`src/rtl/delay_line_ctrl.sv`:
```
// Single-tap echo controller around an external dual-port delay memory.
// Optional DELAY_FEEDBACK_EN: write the wet sample back (regenerating echo) instead of the dry one.
module delay_line_ctrl #(
  parameter int DATA_WIDTH = 31,
  parameter int ADDR_WIDTH = 15,
  parameter int SIZE       = 20000
) (
  input  logic                  CLK,
  input  logic                  RST_N,
  input  logic [DATA_WIDTH-1:0] IN_DATA,
  input  logic                  IN_VALID,
  output logic                  IN_READY,
  input  logic [ADDR_WIDTH-1:0] DELAY,
  input  logic [7:0]            GAIN,
  output logic [DATA_WIDTH-1:0] OUT_DATA,
  output logic                  OUT_VALID,
  input  logic                  OUT_READY,
  output logic                  MEM_WE,
  output logic [ADDR_WIDTH-1:0] MEM_ADDR1,
  output logic [ADDR_WIDTH-1:0] MEM_ADDR2,
  output logic [DATA_WIDTH-1:0] MEM_DI,
  input  logic [DATA_WIDTH-1:0] MEM_DO2
);

  localparam int AW1 = ADDR_WIDTH + 1;
  localparam int PW  = DATA_WIDTH + 9;
  localparam logic [AW1-1:0] SIZE_W = AW1'(SIZE);
  localparam logic [AW1-1:0] D_MAX  = AW1'(SIZE - 1);
  localparam logic [ADDR_WIDTH-1:0] LAST = ADDR_WIDTH'(SIZE - 1);
  localparam logic signed [PW-1:0] SAT_MAX = {{(PW-DATA_WIDTH+1){1'b0}}, {(DATA_WIDTH-1){1'b1}}};
  localparam logic signed [PW-1:0] SAT_MIN = {{(PW-DATA_WIDTH+1){1'b1}}, {(DATA_WIDTH-1){1'b0}}};

  typedef enum logic [1:0] {IDLE, RD, MIX, OUT} state_t;

  state_t                  state;
  logic [ADDR_WIDTH-1:0]   wr_ptr;
  logic [AW1-1:0]          fill, d_q;
  logic [DATA_WIDTH-1:0]   dry_q;
  logic [7:0]              gain_q;

  logic [AW1-1:0]          delay_ext, d_eff, wp_ext, rd_addr;
  logic [DATA_WIDTH-1:0]   delayed, mix;
  logic signed [PW-1:0]    dl_ext, g_ext, prod, scaled, sum;

  // Clamp the requested delay and form the circular read address.
  always_comb begin
    delay_ext = {1'b0, DELAY};
    if (delay_ext == '0)          d_eff = AW1'(1);
    else if (delay_ext >= SIZE_W) d_eff = D_MAX;
    else                          d_eff = delay_ext;
    wp_ext  = {1'b0, wr_ptr};
    rd_addr = (wp_ext >= d_eff) ? wp_ext - d_eff : wp_ext + SIZE_W - d_eff;
  end

  // Words older than the fill count are stale (e.g. from before a reset).
  always_comb begin
    delayed = (d_q > fill) ? '0 : MEM_DO2;
    dl_ext  = {{9{delayed[DATA_WIDTH-1]}}, delayed};
    g_ext   = {{(PW-8){1'b0}}, gain_q};
    prod    = dl_ext * g_ext;
    scaled  = prod >>> 8;
    sum     = {{9{dry_q[DATA_WIDTH-1]}}, dry_q} + scaled;
    if (sum > SAT_MAX)      mix = SAT_MAX[DATA_WIDTH-1:0];
    else if (sum < SAT_MIN) mix = SAT_MIN[DATA_WIDTH-1:0];
    else                    mix = sum[DATA_WIDTH-1:0];
  end

  always_ff @(posedge CLK or negedge RST_N) begin
    if (!RST_N) begin
      state     <= IDLE;
      IN_READY  <= 1'b0;
      OUT_VALID <= 1'b0;
      OUT_DATA  <= '0;
      MEM_WE    <= 1'b0;
      MEM_ADDR1 <= '0;
      MEM_ADDR2 <= '0;
      MEM_DI    <= '0;
      wr_ptr    <= '0;
      fill      <= '0;
      d_q       <= '0;
      dry_q     <= '0;
      gain_q    <= '0;
    end else begin
      // The write lands on the cycle MEM_WE is high; pointer and fill follow it.
      if (MEM_WE) begin
        wr_ptr <= (wr_ptr == LAST) ? '0 : wr_ptr + ADDR_WIDTH'(1);
        if (fill != SIZE_W) fill <= fill + AW1'(1);
      end
      case (state)
        IDLE: begin
          IN_READY <= 1'b1;
          if (IN_VALID && IN_READY) begin
            dry_q     <= IN_DATA;
            gain_q    <= GAIN;
            d_q       <= d_eff;
            MEM_ADDR2 <= rd_addr[ADDR_WIDTH-1:0];
            IN_READY  <= 1'b0;
            state     <= RD;
          end
        end
        RD: state <= MIX;
        MIX: begin
          OUT_DATA  <= mix;
          OUT_VALID <= 1'b1;
          MEM_WE    <= 1'b1;
          MEM_ADDR1 <= wr_ptr;
`ifdef DELAY_FEEDBACK_EN
          MEM_DI    <= mix;
`else
          MEM_DI    <= dry_q;
`endif
          state     <= OUT;
        end
        OUT: begin
          MEM_WE <= 1'b0;
          if (OUT_READY) begin
            OUT_VALID <= 1'b0;
            IN_READY  <= 1'b1;
            state     <= IDLE;
          end
        end
        default: state <= IDLE;
      endcase
    end
  end

endmodule
```
`config.mk`:
```
export PLATFORM = sky130hd
export DESIGN_NAME = delay_line_ctrl
export DESIGN_NICKNAME = d
export VERILOG_FILES = /design/src/rtl/delay_line_ctrl.sv
export SDC_FILE = /design/constraint.sdc
export NUM_CORES = 1
export LEC_CHECK = 0
export CORE_MARGIN = 5
export CORE_UTILIZATION = 50
export DETAILED_ROUTE_END_ITERATION = 10
export PLACE_DENSITY = 0.71
export SYNTH_ARGS = -nofsm -noshare
export SYNTH_HDL_FRONTEND = slang
export SYNTH_SLANG_ARGS = --single-unit
```
`constraint.sdc`:
```
create_clock -name CLK -period 14.75 [get_ports CLK]
set_input_delay 2.95 -clock CLK [delete_from_list [all_inputs] [get_ports CLK]]
set_output_delay 2.95 -clock CLK [all_outputs]
set_load 0.005 [all_outputs]
```
==> summary.txt <==
Die
  • Die Area: 42100 sq um
  • Die Span X: 205 um
  • # rows: 71
  • Die H: 205 um
  • Io pins: 184
  • Core box area: 37700 sq um
  • Initial Utilization: 50.6%

CTS
  • Post-CTS sizing: 0
  • Num Clock Sinks: 182
  • Post-CTS setup buffers: 0
  • Skew-Pair Late Insertion Delay: 0.46 ns
  • Worst-case clock buffer depth: 2
  • CTS Buf Count: 17
  • CTS Root Buffer Type: clkbuf_16
  • CTS tree: yes
  • Max H-tree Level: 4
  • # hold bufs at CTS: 0
  • Clock-pin slew on the worst setup and hold paths: 0.07 ns

Critical path
  • Slowest stage delay, CP: 0.57 ns
  • Critical path type: in2reg
  • WP data arrival: 11.33 ns
  • CP Max Fanout: 28
  • Delay-heaviest family, CP: compound AO/OA/AOI/OAI gates
  • Critical path's most frequent cell: fa_1
  • Startpoint type of the worst setup path: input port
  • Slowest-stage cell, CP: fa_1
  • Worst path bufs/invs: 3
  • Worst path required time: 15.09 ns
  • Worst R2R Setup Slack: 4.08 ns
  • Worst Setup End Kind: flop

Drt
  • WL final: 48.6 mm
  • Routed vias/inst: 5.37
  • Post-DRT Antenna Nets: 0
  • # DRC: 0
  • Drt pass-1 iters: 5
  • Wire per inst: 17.8 um
  • Vias: 14700
  • Initial drt markers: 875

GRT
  • Largest net degree at the start of global routing: 112
  • GR Util met2: 37.2%
  • GRT Util Overall: 23.7%
  • Met1 usage: 34.0%
  • First-pass GRT wire length: 79.9 mm
  • Initial antenna violation count: 1
  • Overflow after GRT: 0
  • Met3 global-route usage: 4.85%
  • Vias in the first global route: 15100
  • Global routing's busiest layer: met2

STA
  • Final setup viols: 0
  • Final Max Tran Viols: 0
  • Final period util: 74.5%
  • Fin. Hold Viols: 0
  • Final min period: 10.99 ns
  • Slew HR: 20.7%
  • Setup tns final: 0 ns
  • Maximum clock rate: 91.0 MHz
  • RSZ-0062 raised after global routing: no
  • Post-route clock skew: 0.00966 ns
  • Min Hold Slack: 0.483 ns
  • Worst slew pin tran: 1.18 ns

Final layout
  • Layout cells sized above 1: 5.85%
  • Filler instances: 3362
  • Layout area overhead: 15.0%
  • Nets: 2661
  • Reg area: 4550 sq um
  • Multi-input logic area: 13100 sq um
  • Post-route cell area: 21900 sq um
  • Antenna cells: 0

Logic synthesis
  • Post-synthesis net count: 2512
  • Synthesized flop and latch total: 182
  • Syn Inst Count: 2059
  • Most instantiated library cell after synthesis: nand2_1
  • Mapped cell area: 19100 sq um
  • Syn avg cell area: 9.25 sq um
  • Ys flop type: dfrtp_1
  • Synth warnings: 0
  • Dominant cell type by area after synthesis: dfrtp_1
  • Synth top area share: 23.9%
  • Seq/Total Area, Yosys: 23.9%
  • Post-synth ARST share: 100%
  • List of most frequent post-synthesis cells: nand2_1, inv_1, fa_1
  • Netlist cell types: 81
  • Post-synth EDFFs: 0
  • Synth area leaders: dfrtp_1, fa_1, ha_1, nand2_1, inv_1

Worst hold path
  • Class of the worst hold path: reg2reg

Place
  • Port bufs: 183
  • Placed Area: 21300 sq um
  • HPWL Detailed: 38.7 mm
  • Global placement routability congestion: 0.902

Status
  • Run status: finished, final reports clean

Flow run
  • Max_cap viols: 0
[flip-flops by register name, indices dropped and copies added (netlist names), 2 cells and up]
signal     flops
state          2
MEM_DI        31
MEM_ADDR1     15
MEM_ADDR2     15
wr_ptr        15
gain_q         8
d_q           15
OUT_DATA      31
fill          16
dry_q         31
[cell type report]
| cell class | count | area share, % |
|---|---|---|
| Clock buffer | 18 | 2.00 |
| Clock inverter | 14 | 0.617 |
| Inverter | 293 | 5.02 |
| Multi-Input combinational cell | 1521 | 59.9 |
| Sequential cell | 182 | 20.8 |
| Tap cell | 511 | 2.92 |
| Timing Repair Buffer | 193 | 8.72 |
[placed cells by master, fill, tap and decap left out, types with 15 or more instances in the layout]
| master | instances |
|---|---|
| dfrtp_1 | 182 |
| nand2_1 | 305 |
| clkdlybuf4s50_1 | 182 |
| xor2_1 | 38 |
| clkbuf_16 | 17 |
| a221o_1 | 24 |
| and2_1 | 157 |
| xnor2_1 | 68 |
| nand4_1 | 22 |
| ha_1 | 161 |
| o21a_1 | 15 |
| mux2_2 | 46 |
| nor2b_1 | 16 |
| nor3_1 | 22 |
| inv_1 | 293 |
| o21ai_0 | 71 |
| nor2_1 | 80 |
| a21o_1 | 24 |
| nand3_1 | 24 |
| a21oi_1 | 77 |
| fa_1 | 202 |
[worst paths after layout]
kind | start | end | cells after the start
setup / recovery | MEM_DO2[4] | OUT_DATA[4] | 30
hold / removal | MEM_ADDR2[8] | MEM_ADDR2[8] | 2
setup reg to reg | fill[6] | OUT_DATA[4] | 36
hold reg to reg | MEM_ADDR2[8] | MEM_ADDR2[8] | 2
max in group asynchronous | RST_N | OUT_DATA[10] | 2
min in group asynchronous | RST_N | MEM_ADDR2[5] | 1
[worst min-delay path, delay by kind of cell, from the launching register on]
| kind | cells | cell delay (ns) |
|---|---|---|
| DFF | 1 | 0.35 |
| AOI/OAI and AO/OA | 1 | 0.06 |
| and+or+nand+nor | 1 | 0.04 |
[routing by layer]
metal	wire length (um)	vias up	share of wire, %
met1	22600	7250	47
met5	13	-	0.027
met3	2820	66	5.8
li1	-	7025	-
met4	961	2	2.0
met2	22200	336	46
[logic make-up after synthesis]
logic type | count (synthesis) | synth area share [%]
flops | 182 | 23.9
fa+ha+maj | 364 | 31.9
compound gates | 312 | 11.5
buf+inv | 356 | 7.30
simple gates | 688 | 17.6
xor+xnor | 106 | 4.87
mux | 51 | 2.98
[stage by stage]
stage / instances / setup WS [ns] / util, %
after floorplan: 2059 / 4.77 / -
after global placement: 2700 / 3.54 / 56.7
after detailed placement: 2700 / 3.33 / 56.7
after CTS: 2732 / 3.80 / 58.2
after global routing: 2732 / 3.32 / 58.2
final: 2732 / 3.76 / 58.2
Power is left out: the tool's default activity adds up to more than one toggle a clock period on the data nets, which glitch-free logic cannot reach.
